--- src/rtl/ps2_pkg.sv ---
// PS/2 receive types: frame/packet FSM states, byte0 field layout and axis clamp helper.
package ps2_pkg;

    typedef enum logic [1:0] {FrmIdle, FrmData, FrmParity, FrmStop} frame_state_e;
    typedef enum logic [1:0] {PktB0, PktB1, PktB2, PktUpd} pkt_state_e;

    localparam int unsigned B0_LEFT  = 0;
    localparam int unsigned B0_RIGHT = 1;
    localparam int unsigned B0_SYNC  = 3;
    localparam int unsigned B0_XSIGN = 4;
    localparam int unsigned B0_YSIGN = 5;
    localparam int unsigned B0_XOVF  = 6;
    localparam int unsigned B0_YOVF  = 7;

    typedef struct packed {
        logic yovf;
        logic xovf;
        logic ysign;
        logic xsign;
        logic right;
        logic left;
    } hdr_t;

    function automatic logic [11:0] clamp_axis(input logic signed [13:0] v,
                                               input logic [11:0] max);
        if (v < 14'sd0) begin
            return 12'd0;
        end else if (v > $signed({2'b00, max})) begin
            return max;
        end else begin
            return v[11:0];
        end
    endfunction

endpackage

--- src/rtl/vga_pkg.sv ---
// Timing constants for the 800x600 visible area shared by the pixel-domain blocks.
package vga_pkg;

    localparam int unsigned H_VISIBLE = 800;
    localparam int unsigned V_VISIBLE = 600;
    localparam int unsigned VGA_H_MAX = H_VISIBLE - 1;
    localparam int unsigned VGA_V_MAX = V_VISIBLE - 1;

endpackage

--- src/rtl/ps2_rx_byte.sv ---
// PS/2 device-to-host byte receiver: synchroniser, clock glitch filter, 11-bit frame FSM
// and inactivity timeout that also covers a partially received packet upstream.
module ps2_rx_byte
    import ps2_pkg::*;
#(
    parameter int unsigned FILTER_LEN = 8,
    parameter int unsigned TIMEOUT    = 40000
) (
    input  logic       clk40MHz,
    input  logic       rst,
    input  logic       ps2_clk,
    input  logic       ps2_data,
    input  logic       pkt_busy,
    output logic       byte_valid,
    output logic [7:0] rx_data,
    output logic       frame_err
);

    localparam int unsigned FW = $clog2(FILTER_LEN + 1);
    localparam int unsigned TW = $clog2(TIMEOUT + 1);

    logic [1:0]   clk_sync_q, data_sync_q;
    logic         filt_clk_q, filt_clk_d;
    logic [FW-1:0] filt_cnt_q, filt_cnt_d;
    logic [TW-1:0] to_cnt_q, to_cnt_d;
    frame_state_e state_q, state_d;
    logic [2:0]   bit_cnt_q, bit_cnt_d;
    logic [7:0]   shift_q, shift_d;
    logic         parity_ok_q, parity_ok_d;
    logic         strobe, sdata, timeout;

    always_comb begin
        filt_clk_d  = filt_clk_q;
        filt_cnt_d  = '0;
        to_cnt_d    = to_cnt_q;
        state_d     = state_q;
        bit_cnt_d   = bit_cnt_q;
        shift_d     = shift_q;
        parity_ok_d = parity_ok_q;
        byte_valid  = 1'b0;
        frame_err   = 1'b0;
        sdata       = data_sync_q[1];

        if (clk_sync_q[1] != filt_clk_q) begin
            if (filt_cnt_q == FW'(FILTER_LEN - 1)) begin
                filt_clk_d = clk_sync_q[1];
            end else begin
                filt_cnt_d = filt_cnt_q + FW'(1);
            end
        end
        strobe = filt_clk_q & ~filt_clk_d;

        // Counter parks at TIMEOUT so an expiry fires exactly once per idle stretch
        if (strobe) begin
            to_cnt_d = '0;
        end else if (to_cnt_q != TW'(TIMEOUT)) begin
            to_cnt_d = to_cnt_q + TW'(1);
        end
        timeout = !strobe && (to_cnt_q == TW'(TIMEOUT - 1)) &&
                  ((state_q != FrmIdle) || pkt_busy);

        if (timeout) begin
            state_d   = FrmIdle;
            frame_err = 1'b1;
        end else if (strobe) begin
            unique case (state_q)
                FrmIdle: begin
                    if (!sdata) begin
                        state_d   = FrmData;
                        bit_cnt_d = '0;
                    end else begin
                        frame_err = 1'b1;
                    end
                end
                FrmData: begin
                    shift_d   = {sdata, shift_q[7:1]};
                    bit_cnt_d = bit_cnt_q + 3'd1;
                    if (bit_cnt_q == 3'd7) state_d = FrmParity;
                end
                FrmParity: begin
                    parity_ok_d = ^{shift_q, sdata};
                    state_d     = FrmStop;
                end
                FrmStop: begin
                    state_d = FrmIdle;
                    if (sdata && parity_ok_q) byte_valid = 1'b1;
                    else                      frame_err  = 1'b1;
                end
                default: state_d = FrmIdle;
            endcase
        end
    end

    assign rx_data = shift_q;

    always_ff @(posedge clk40MHz) begin
        if (rst) begin
            clk_sync_q  <= 2'b11;
            data_sync_q <= 2'b11;
            filt_clk_q  <= 1'b1;
            filt_cnt_q  <= '0;
            to_cnt_q    <= '0;
            state_q     <= FrmIdle;
            bit_cnt_q   <= '0;
            shift_q     <= '0;
            parity_ok_q <= 1'b0;
        end else begin
            clk_sync_q  <= {clk_sync_q[0], ps2_clk};
            data_sync_q <= {data_sync_q[0], ps2_data};
            filt_clk_q  <= filt_clk_d;
            filt_cnt_q  <= filt_cnt_d;
            to_cnt_q    <= to_cnt_d;
            state_q     <= state_d;
            bit_cnt_q   <= bit_cnt_d;
            shift_q     <= shift_d;
            parity_ok_q <= parity_ok_d;
        end
    end

endmodule

--- src/rtl/ps2_mouse_decoder.sv ---
// PS/2 mouse front end: assembles 3-byte movement packets and keeps a clamped absolute
// cursor position and button state for the pixel-domain overlay.
module ps2_mouse_decoder
    import ps2_pkg::*;
#(
    parameter int unsigned H_MAX      = vga_pkg::VGA_H_MAX,
    parameter int unsigned V_MAX      = vga_pkg::VGA_V_MAX,
    parameter int unsigned X_INIT     = 400,
    parameter int unsigned Y_INIT     = 300,
    parameter int unsigned FILTER_LEN = 8,
    parameter int unsigned TIMEOUT    = 40000
) (
    input  logic        clk40MHz,
    input  logic        rst,
    input  logic        ps2_clk,
    input  logic        ps2_data,
    output logic [11:0] xpos,
    output logic [11:0] ypos,
    output logic        left,
    output logic        right,
    output logic        mouse_event,
    output logic        frame_err
);

    logic       rx_valid, rx_err, pkt_busy;
    logic [7:0] rx_data;

    pkt_state_e pkt_q, pkt_d;
    hdr_t       hdr_q, hdr_d;
    logic [7:0] dx_q, dx_d;
    logic [11:0] xpos_q, xpos_d, ypos_q, ypos_d;
    logic       left_q, left_d, right_q, right_d;
    logic       event_q, event_d, frame_err_q, frame_err_d;
    logic signed [13:0] dx_ext, dy_ext, nx, ny;

    ps2_rx_byte #(
        .FILTER_LEN (FILTER_LEN),
        .TIMEOUT    (TIMEOUT)
    ) u_rx (
        .clk40MHz   (clk40MHz),
        .rst        (rst),
        .ps2_clk    (ps2_clk),
        .ps2_data   (ps2_data),
        .pkt_busy   (pkt_busy),
        .byte_valid (rx_valid),
        .rx_data    (rx_data),
        .frame_err  (rx_err)
    );

    assign pkt_busy = (pkt_q != PktB0);

    always_comb begin
        pkt_d       = pkt_q;
        hdr_d       = hdr_q;
        dx_d        = dx_q;
        xpos_d      = xpos_q;
        ypos_d      = ypos_q;
        left_d      = left_q;
        right_d     = right_q;
        event_d     = 1'b0;
        frame_err_d = rx_err;

        // Overflowed axes contribute nothing; otherwise {sign, byte} sign-extended
        dx_ext = hdr_q.xovf ? 14'sd0 : $signed({{6{hdr_q.xsign}}, dx_q});
        dy_ext = hdr_q.yovf ? 14'sd0 : $signed({{6{hdr_q.ysign}}, rx_data});
        nx     = $signed({2'b00, xpos_q}) + dx_ext;
        ny     = $signed({2'b00, ypos_q}) - dy_ext;

        if (rx_err) begin
            pkt_d = PktB0;
        end else begin
            unique case (pkt_q)
                PktB0: begin
                    if (rx_valid && rx_data[B0_SYNC]) begin
                        hdr_d = '{yovf:  rx_data[B0_YOVF],  xovf:  rx_data[B0_XOVF],
                                  ysign: rx_data[B0_YSIGN], xsign: rx_data[B0_XSIGN],
                                  right: rx_data[B0_RIGHT], left:  rx_data[B0_LEFT]};
                        pkt_d = PktB1;
                    end
                end
                PktB1: begin
                    if (rx_valid) begin
                        dx_d  = rx_data;
                        pkt_d = PktB2;
                    end
                end
                PktB2: begin
                    if (rx_valid) begin
                        xpos_d  = clamp_axis(nx, 12'(H_MAX));
                        ypos_d  = clamp_axis(ny, 12'(V_MAX));
                        left_d  = hdr_q.left;
                        right_d = hdr_q.right;
                        event_d = 1'b1;
                        pkt_d   = PktUpd;
                    end
                end
                PktUpd:  pkt_d = PktB0;
                default: pkt_d = PktB0;
            endcase
        end
    end

    always_ff @(posedge clk40MHz) begin
        if (rst) begin
            pkt_q       <= PktB0;
            hdr_q       <= '0;
            dx_q        <= '0;
            xpos_q      <= 12'(X_INIT);
            ypos_q      <= 12'(Y_INIT);
            left_q      <= 1'b0;
            right_q     <= 1'b0;
            event_q     <= 1'b0;
            frame_err_q <= 1'b0;
        end else begin
            pkt_q       <= pkt_d;
            hdr_q       <= hdr_d;
            dx_q        <= dx_d;
            xpos_q      <= xpos_d;
            ypos_q      <= ypos_d;
            left_q      <= left_d;
            right_q     <= right_d;
            event_q     <= event_d;
            frame_err_q <= frame_err_d;
        end
    end

    assign xpos        = xpos_q;
    assign ypos        = ypos_q;
    assign left        = left_q;
    assign right       = right_q;
    assign mouse_event = event_q;
    assign frame_err   = frame_err_q;

endmodule

--- config.mk ---
export PLATFORM = sky130hd
export DESIGN_NAME = ps2_mouse_decoder
export DESIGN_NICKNAME = d
export VERILOG_FILES = /design/src/rtl/ps2_pkg.sv /design/src/rtl/vga_pkg.sv /design/src/rtl/ps2_rx_byte.sv /design/src/rtl/ps2_mouse_decoder.sv
export SDC_FILE = /design/constraint.sdc
export NUM_CORES = 1
export LEC_CHECK = 0
export BUFFER_PORTS_ARGS = -buffer_cell sky130_fd_sc_hd__buf_4
export CAP_MARGIN = 20
export CORE_MARGIN = 2
export CORE_UTILIZATION = 30
export DETAILED_ROUTE_END_ITERATION = 7
export GPL_TIMING_DRIVEN = 0
export PLACE_DENSITY = 0.45
export SYNTH_ARGS = -nofsm -noshare
export SYNTH_HDL_FRONTEND = slang
export SYNTH_SLANG_ARGS = --single-unit
--- constraint.sdc ---
create_clock -name clk40MHz -period 3.3 [get_ports clk40MHz]
set_input_delay 0.495 -clock clk40MHz [delete_from_list [all_inputs] [get_ports clk40MHz]]
set_output_delay 0.495 -clock clk40MHz [all_outputs]
set_load 0.005 [all_outputs]
Word level (Yosys, flattened, before mapping)
Index checks and enable logic that the tools add are counted.

Flip-flop bits (word level): 83. Bits in latches: 0. Memory bits (writable): 0. Bits in read-only memories: 0. Input port bits: 4. Output and inout port bits: 28. Word-level logic and storage cells: 106. Memories: 0.

Add/subtract/negate cells: 5. $mul: 0. Divide/modulo/power cells: 0. Magnitude comparators: 4. Equality and inequality tests: 16. Shift operators: 0. Multiplexer cells: 27. Bitwise gates (word level): 6. Reductions and logical operators: 25.

Operators by type and width (number): $mux 12 (4); $gt 14x11->1 const B (2); $lt 14x1->1 const B (2); $mux 14 (2); $reduce_and 3->1 (7); $add 16x1->16 const B (1); $eq 16x16->1 const B (1); $ne 16x16->1 const B (1); $pmux 2 s4 (2); $add 13x14->14 (1); $sub 13x14->14 (1); $mux 1 (11); $mux 2 (5); $reduce_xor 9->1 (1); $eq 2x2->1 const B (4); $ne 2x2->1 const B (4); $pmux 3 s2 (1); $reduce_bool 2->1 (3); $reduce_or 2->1 (3); $reduce_or 3->1 (2); $not 1->1 (5); $add 4x1->4 const B (1); $eq 2x1->1 const B (2); $eq 4x3->1 const B (1); other kinds (12) (16).

Longest topological paths before layout
Gate-level depths: netlist of run 1.

Depth in word-level cells: 12. Mapped depth: 12. Depth with buffers taken out: 11.

Modules after synthesis
From an unflattened synthesis of run 1, not the netlist that was laid out.

Cell total of the unflattened synthesis: 567. Area total of the unflattened synthesis: 4962.3 um^2.

Modules (own cells, without submodules): ps2_mouse_decoder (instances 1, cells an instance 370, area an instance 3124.2 um^2, sequential area each 880.8 um^2); ps2_rx_byte (instances 1, cells an instance 197, area an instance 1838.0 um^2, sequential area each 780.7 um^2).

Least setup slack after synthesis of run 1
Ideal clock, no wire load.

Path type: register to register. Start point: register hdr_q[5] (netlist name). End point: register ypos_q[3] (netlist: ypos[3]). Setup time: 0.084 ns. Data arrival time: 2.773 ns. Data required time: 3.216 ns. Slack: 0.443 ns. Cell stages (with the launch flop): 11. Path buffers: 2. Cells stage by stage: dfxtp_1 -> clkbuf_1 -> nand2b_1 -> ha_1 -> buf_2 -> a21o_1 -> or3_1 -> o21ai_1 -> xor2_1 -> or4b_4 -> o31ai_2.

Word-level cells in the longest chain between the ends: 5. Elaborated cells on any way between the ends: 6. Those cells by class: 1 x add/sub; 2 x order compare; 3 x mux.

Ends and longest elaborated chain: start, declared (line ps2_mouse_decoder.sv:29) `hdr_t hdr_q, hdr_d;`; start signal, assigned (line ps2_mouse_decoder.sv:116) `hdr_q <= hdr_d;`; $mux 14 * (line ps2_mouse_decoder.sv:65) `dy_ext = hdr_q.yovf ? 14'sd0 : $signed({{6{hdr_q.ysign}}, rx_data});`; $sub 13x14->14 * (line ps2_mouse_decoder.sv:67) `ny = $signed({2'b00, ypos_q}) - dy_ext;`; $gt 14x11->1 (line ps2_pkg.sv:28) `end else if (v > $signed({2'b00, max})) begin`; $mux 12 (line ps2_pkg.sv:28); $mux 12 * (line ps2_pkg.sv:26) `if (v < 14'sd0) begin`; end signal, assigned (line ps2_mouse_decoder.sv:109) `ypos_q <= 12'(Y_INIT);`; end signal, assigned (line ps2_mouse_decoder.sv:119) `ypos_q <= ypos_d;`; end, declared (line ps2_mouse_decoder.sv:31) `logic [11:0] xpos_q, xpos_d, ypos_q, ypos_d;`.

Every way passes the cells marked *; elsewhere a longest branch is shown, timed or not. A chain may end at the register's enable or synchronous reset.

Worst setup path in the final report of run 1
Start point: register u_rx.shift_q[0] (netlist: u_rx.rx_data[0]). End point: register ypos_q[5] (netlist: ypos[5]).

Word-level cells in the longest chain between the ends: 5. Elaborated cells on any way between the ends: 6. Those cells by class: 1 x add/sub; 2 x order compare; 3 x mux.

Ends and longest elaborated chain: start, declared (line ps2_rx_byte.sv:28) `logic [7:0] shift_q, shift_d;`; start signal, assigned (line ps2_rx_byte.sv:115) `shift_q <= shift_d;`; $mux 14 * (line ps2_mouse_decoder.sv:65); $sub 13x14->14 * (line ps2_mouse_decoder.sv:67); $gt 14x11->1 (line ps2_pkg.sv:28); $mux 12 (line ps2_pkg.sv:28); $mux 12 * (line ps2_pkg.sv:26).

Marks and branches as above.

==> results of run 1 <==
-- repair_timing --
item                                   4_1_cts  5_1_grt
pin swaps                                    1        2
buffers inserted                             0        2
gates resized for setup                      1        5
cloned                                       0        0
setup endpoints to repair                    4       20
endpoints found under the hold margin        0        0
-- metal layers --
| layer | part of all wire (%) | GRT usage (%) |
|---|---|---|
| met5 | 0 | 0 |
| met4 | 1.8 | 4.90 |
| met2 | 47 | 24.5 |
| met3 | 3.2 | 3.77 |
| met1 | 48 | 19.1 |
-- Yosys cell counts, types with 15 or more instances --
master | count | area [sq um]
dfxtp_1 | 83 | 1660
a21oi_1 | 57 | 285
nand2_1 | 54 | 203
nor2_1 | 52 | 195
ha_1 | 39 | 488
nand3_1 | 33 | 165
inv_1 | 21 | 78.8
xnor2_1 | 19 | 166
clkbuf_1 | 18 | 67.6
nor2b_1 | 18 | 113
o21ai_0 | 17 | 85.1
xor2_1 | 15 | 131
-- critical path: stages (launching register included) --
cell	delay (ns)
dfxtp_2	0.40
nor2b_1	0.23
ha_1	0.28
fa_1	0.21
nor2b_1	0.06
o21a_1	0.22
o21ai_2	0.16
a21oi_1	0.14
a221oi_2	0.32
nor4b_4	0.08
buf_4	0.18
or4b_4	0.54
o31ai_2	0.23
-- cell families (layout without fill, tap and decap cells) --
| kind of cell | Yosys count | in the layout | synth area share [%] |
|---|---|---|---|
| simple gates | 223 | 223 | 22.6 |
| compound gates | 144 | 144 | 20.4 |
| flops | 83 | 83 | 33.7 |
| buf+inv | 44 | 91 | 3.45 |
| fa+ha+maj | 41 | 41 | 10.7 |
| xor+xnor | 34 | 34 | 6.04 |
| mux | 15 | 15 | 3.07 |
-- sequential cells by signal, indices dropped and copies added (netlist names), 3 cells and up --
signal,flops
u_rx.to_cnt_q,16
u_rx.rx_data,8
hdr_q,6
u_rx.filt_cnt_q,4
dx_q,8
ypos,12
xpos,12
u_rx.bit_cnt_q,3
-- cells in the final DEF (no fill, tap or decap), drive strengths merged, types with 5 or more instances in the layout --
master  Yosys  routed
dfxtp      83      83
a21oi      59      59
nand2      54      54
nor2       52      52
ha         39      39
buf         4      37
nand3      33      33
clkbuf     18      28
inv        21      21
o21ai      21      21
xnor2      19      19
nor2b      19      19
xor2       15      15
mux2i      14      14
nor3       14      14
nand2b     13      13
and3       11      11
a21o       10      10
a221oi     10      10
o21a        9       9
or2         5       5
or3         5       5
o31ai       5       5
a211oi      5       5
-- per-stage QoR --
step | area (sq um) | instances | total power, W | util (%)
final | 5790 | 847 | 0.00215 | 36.2
after global routing | 5790 | 847 | 0.00222 | 36.2
after detailed placement | 5430 | 831 | 0.00108 | 34.0
after CTS | 5760 | 847 | 0.00218 | 36.0
after floorplan | 4930 | 584 | 0.00106 | -
after global placement | 5430 | 831 | 0.00108 | 34.0
-- layout make-up --
type                    instances  area (sq um)
well taps                     216           270
inverters                      22          82.6
plain buffers                  20          81.3
repair buffers                 33           260
multi-input cells             457          3110
fillers                      1706         10200
clock buffers                  12           246
flip-flops and latches         83          1660
clock inverters                 4          73.8
-- how the worst max path moves through the flow --
stage / startpoint / cells past startpoint / slack, ns / to
2_1_floorplan: hdr_q[5]$_SDFFE_PP0P_ / 10 / 0.44 / ypos[3]$_SDFFE_PP1P_
3_3_place_gp: hdr_q[4]$_SDFFE_PP0P_ / 11 / 0.0005 / xpos[6]$_SDFFE_PP0P_
3_5_place_dp: hdr_q[4]$_SDFFE_PP0P_ / 11 / -0.005 / xpos[9]$_SDFFE_PP0P_
4_1_cts: hdr_q[4]$_SDFFE_PP0P_ / 11 / 0.003 / xpos[9]$_SDFFE_PP0P_
5_1_grt: hdr_q[5]$_SDFFE_PP0P_ / 11 / 0.001 / ypos[0]$_SDFFE_PP0P_
6_report: u_rx.rx_data[0]$_SDFFE_PP0P_ / 12 / 0.17 / ypos[5]$_SDFFE_PP1P_
-- power by group through the flow --
stage | clock network [W] | registers, W | logic, W
floorplan | 0 | 0.00103 | 0.0000266
global placement | 0 | 0.00104 | 0.0000435
detailed placement | 0 | 0.00104 | 0.0000437
CTS | 0.00113 | 0.00101 | 0.0000440
global route | 0.00116 | 0.00101 | 0.0000489
finish | 0.00110 | 0.00101 | 0.0000428
==> impl_metrics.tcl, run 1 <==
set metrics [dict create \
    synth-main-ff-cell "dfxtp_1" \
    die_width_um 132 \
    gp_routability_congestion 0.802 \
    skew_ns 0.00650 \
    dr_iter_0_viols 187 \
    combinationalPowerShare_pct 2.0 \
    synthesis.area_per_instance_sq_um 8.44 \
    wl_per_cell_um 14.6 \
    ctsRootBufferMaster "clkbuf_16" \
    cts.path.max_buffers 2 \
    drtAntennaViolNets 0 \
    cts_htree_levels 3 \
    ir_worst_vdd_uv 236 \
    yosysSeqAreaShare_pct 33.7 \
    portBuffers 31 \
    number_of_distinct_standard_cells_referenced_by_the_synthesized_netlist 62 \
    via_count_of_the_first_global_routing_pass 4145 \
    ff2ff_setup_slack_ns 0.17 \
    tritoncts.num_buffers 9 \
    clock_insertion_delay_worst_skew_ns 0.35 \
    power.switching_w 0.000449 \
    worst_setup_path_start_kind "flip-flop" \
    placement.setup.worst_slack_ns -0.00503 \
    tritoncts_num_sinks 83 \
    max_cap_viol_count 0 \
    rr_endpoint "ypos[5]$_SDFFE_PP1P_" \
    clk_transition_reported_paths_ns 0.06 \
    area_growth_pct 17.4 \
    die_h_um 132 \
    core_region_area_sq_mm 0.0160 \
    final_min_period_over_clock_period_pct 94.9 \
    worstPathRequired_ns 3.57 \
    fp.dieArea_sq_mm 0.0175 \
    routed_via_density 4.97 \
    worst_r2r_startpoint "u_rx.rx_data[0]$_SDFFE_PP0P_" \
    power_density_mw_per_mm2 372 \
    drt_pre_antenna_iters 6 \
    cp_max_fo 7 \
    hold_violations 0 \
    synth_enable_flop_cells 0 \
    worst-r2r-cell-count 12 \
    num_io_pins 32 \
    timing.setup.tns_ns 0 \
    dpl.hpwl_mm 9.23 \
    largest_net_degree_at_the_start_of_global_routing 14 \
    power.share.sequential_pct 47.0 \
    critical_path_arrival_ns 3.40 \
    tritoncts_clock_tree "done" \
    grt_setup_unrepaired "no" \
    hold_path.startpoint "ps2_clk" \
    drive_above_1_share_pct 12.7 \
    min_period_ns 3.13 \
    max_slew.worst_pin.slew_ns 0.696 \
    timing.final.ws_setup_ns 0.169 \
    syn_area_sq_mm 0.00493 \
    core.rowCount 46 \
    min_delay_worst_endpoint "u_rx.clk_sync_q[0]$_SDFF_PP1_" \
    report.final.slew_viol_count 0 \
    postSynthRegisterBits 83 \
    clock_power_share_pct 51.0 \
    internal-power_w 0.00170 \
    setup_viol_count_final 0 \
    final_net_count 671 \
    number_of_hold_buffers_added_after_cts 0 \
    dr_total_vias 4211 \
    post_synth_inst_count 584 \
    grt-ovfl-total 0 \
    sw_frac_of_total_pct 20.8 \
    synth_fp_nets 629 \
    timing.fmax_ghz 0.319 \
    result_of_the_run "complete, no violations" \
    min_path_cells 2 \
    antenna_found_initial 0 \
    worst_slew_margin_rel_pct 53.6 \
    worst_setup_path_end_kind "flip-flop" \
    initial_core_util_pct 30.8 \
    critPathKind "reg2reg" \
    grt_pass1_wl_mm 20.9 \
    gr-usage-all-layers_pct 14.9 \
    yosysWarnings 0 \
    p_leak_nw 2.22 \
    hold_slack_ns 0.327 \
    holdCritPathClass "in2reg" \
    drt-total-wl_mm 12.4 \
    detail_route.drc_violations 0 \
    antennaDiodeCount 0 \
    asyncSetResetFlopFracSynth_pct 0 \
]
(Power assumes the default switching activity.)
==> run 2: changes to the inputs <==
Settings changed: PLACE_DENSITY 0.45 to 0.47, SETUP_SLACK_MARGIN from default to 0.2.
Clock period 3.3 ns to 2.5 ns, I/O delays scaled along.
==> impl_metrics.tcl, run 2 (same netlist as run 1, synthesis figures left out) <==
set metrics [dict create \
    timing.fmax_ghz 0.351 \
    max_cap_viol_count 0 \
    worstPathRequired_ns 2.77 \
    core.rowCount 46 \
    worst_r2r_startpoint "hdr_q[5]$_SDFFE_PP0P_" \
    tritoncts_clock_tree "done" \
    max_flop_register "u_rx.to_cnt_q" \
    routed_via_density 5.01 \
    power_density_mw_per_mm2 392 \
    ctsRootBufferMaster "clkbuf_16" \
    worst_slew_margin_rel_pct 50.9 \
    worst_setup_path_start_kind "flip-flop" \
    via_count_of_the_first_global_routing_pass 4284 \
    drt-total-wl_mm 13.4 \
    portBuffers 31 \
    cp_max_fo 10 \
    holdCritPathClass "in2reg" \
    violations "setup timing" \
    timing.setup.tns_ns -4.55 \
    antenna_found_initial 0 \
    gr-usage-all-layers_pct 15.3 \
    gp_routability_congestion 0.843 \
    crit_path_end "ypos[3]$_SDFFE_PP1P_" \
    die_h_um 132 \
    hold_violations 0 \
    max_slew.worst_pin.slew_ns 0.737 \
    worst_setup_path_end_kind "flip-flop" \
    dpl.hpwl_mm 9.29 \
    grt_pass1_wl_mm 21.7 \
    area_growth_pct 34.6 \
    worst-r2r-cell-count 11 \
    final_min_period_over_clock_period_pct 114 \
    clk_transition_reported_paths_ns 0.07 \
    report.final.slew_viol_count 0 \
    drtAntennaViolNets 0 \
    die_width_um 132 \
    core_region_area_sq_mm 0.0160 \
    p_total_w 0.00260 \
    wl_per_cell_um 15.2 \
    drt_pre_antenna_iters 4 \
    fp.dieArea_sq_mm 0.0175 \
    hold_path.startpoint "ps2_data" \
    min_period_ns 2.85 \
    cts_htree_levels 3 \
    drive_above_1_share_pct 28.9 \
    result_of_the_run "complete, but fails checks" \
    placement.setup.worst_slack_ns -0.651 \
    tritoncts.num_buffers 9 \
    critPathKind "reg2reg" \
    dr_total_vias 4426 \
    ir_worst_vdd_uv 296 \
    largest_net_degree_at_the_start_of_global_routing 14 \
    skew_ns 0.0118 \
    timing.final.ws_setup_ns -0.352 \
    final_net_count 709 \
    tritoncts_num_sinks 83 \
    critical_path_arrival_ns 3.12 \
    p_leak_nw 2.45 \
    critPathLaunch "hdr_q[5]$_SDFFE_PP0P_" \
    largest_reg_flops 16 \
    layout_commonest_cell "dfxtp_1" \
    setup_viol_count_final 20 \
    cts.path.max_buffers 2 \
    hold_slack_ns 0.219 \
    detail_route.drc_violations 0 \
    dr_iter_0_viols 214 \
    layout.cells.most_common_list "78 x dfxtp_1, 63 x buf_4, 53 x nand2_1" \
    antennaDiodeCount 0 \
    initial_core_util_pct 30.8 \
    grt_setup_unrepaired "yes" \
    ff2ff_setup_slack_ns -0.35 \
    rr_endpoint "ypos[3]$_SDFFE_PP1P_" \
    num_io_pins 32 \
    clock_insertion_delay_worst_skew_ns 0.34 \
    grt-ovfl-total 0 \
]
[run 2: how the worst min path moves through the flow]
stage	to	slack (ns)	depth (start not counted)
5_1_grt	u_rx.clk_sync_q[0]$_SDFF_PP1_	0.21	2
3_5_place_dp	u_rx.clk_sync_q[1]$_SDFF_PP1_	0.40	1
2_1_floorplan	u_rx.clk_sync_q[1]$_SDFF_PP1_	0.39	1
6_report	u_rx.data_sync_q[0]$_SDFF_PP1_	0.22	2
3_3_place_gp	u_rx.data_sync_q[1]$_SDFF_PP1_	0.41	1
4_1_cts	u_rx.data_sync_q[0]$_SDFF_PP1_	0.21	2
[run 2: what timing repair did]
item | in CTS | in global routing
setup buffers | 24 | 13
hold buffers | 0 | 0
pin swaps | 29 | 30
endpoints found under the setup margin | 31 | 30
cloned | 1 | 0
gates resized for setup | 52 | 63
[run 2: worst max-delay path: stages (launching register included)]
cell       delay, ns
dfxtp_2         0.32
buf_8           0.13
nand2b_4        0.16
ha_4            0.26
nor2b_4         0.13
o2111ai_2       0.14
a31o_2          0.31
a21oi_4         0.23
o21ai_2         0.11
xor2_1          0.20
or4b_4          0.54
o31ai_2         0.24
[run 2: area by class of cell]
class | instances | area [sq um]
Sequential cell | 83 | 1670
Buffer | 22 | 134
Multi-Input combinational cell | 457 | 3620
Fill cell | 1609 | 9360
Inverter | 22 | 82.6
Timing Repair Buffer | 69 | 599
Tap cell | 216 | 270
Clock inverter | 3 | 17.5
Clock buffer | 11 | 243
[run 2: metal layers]
layer | wire length, um | global-route usage [%] | up-vias | part of all wire [%]
met3 | 435 | 3.15 | 16 | 3.2
li1 | - | - | 2242 | -
met4 | 208 | 3.94 | 0 | 1.5
met2 | 6290 | 25.5 | 70 | 47
met5 | 0 | 0 | - | 0
met1 | 6480 | 20.2 | 2098 | 48
[run 2: metrics by stage]
| step | cells | util, % | instance area (sq um) |
|---|---|---|---|
| 3_3_place_gp | 831 | 34.4 | 5510 |
| 4_1_cts | 870 | 39.1 | 6260 |
| 2_1_floorplan | 584 | - | 5010 |
| 3_5_place_dp | 831 | 34.4 | 5510 |
| 5_1_grt | 883 | 41.5 | 6640 |
| 6_report | 883 | 41.5 | 6640 |
[run 2: where the power goes]
group          internal [W]  switching, W
clock network      0.000686      0.000525
registers           0.00133    0.00000712
logic             0.0000173     0.0000411
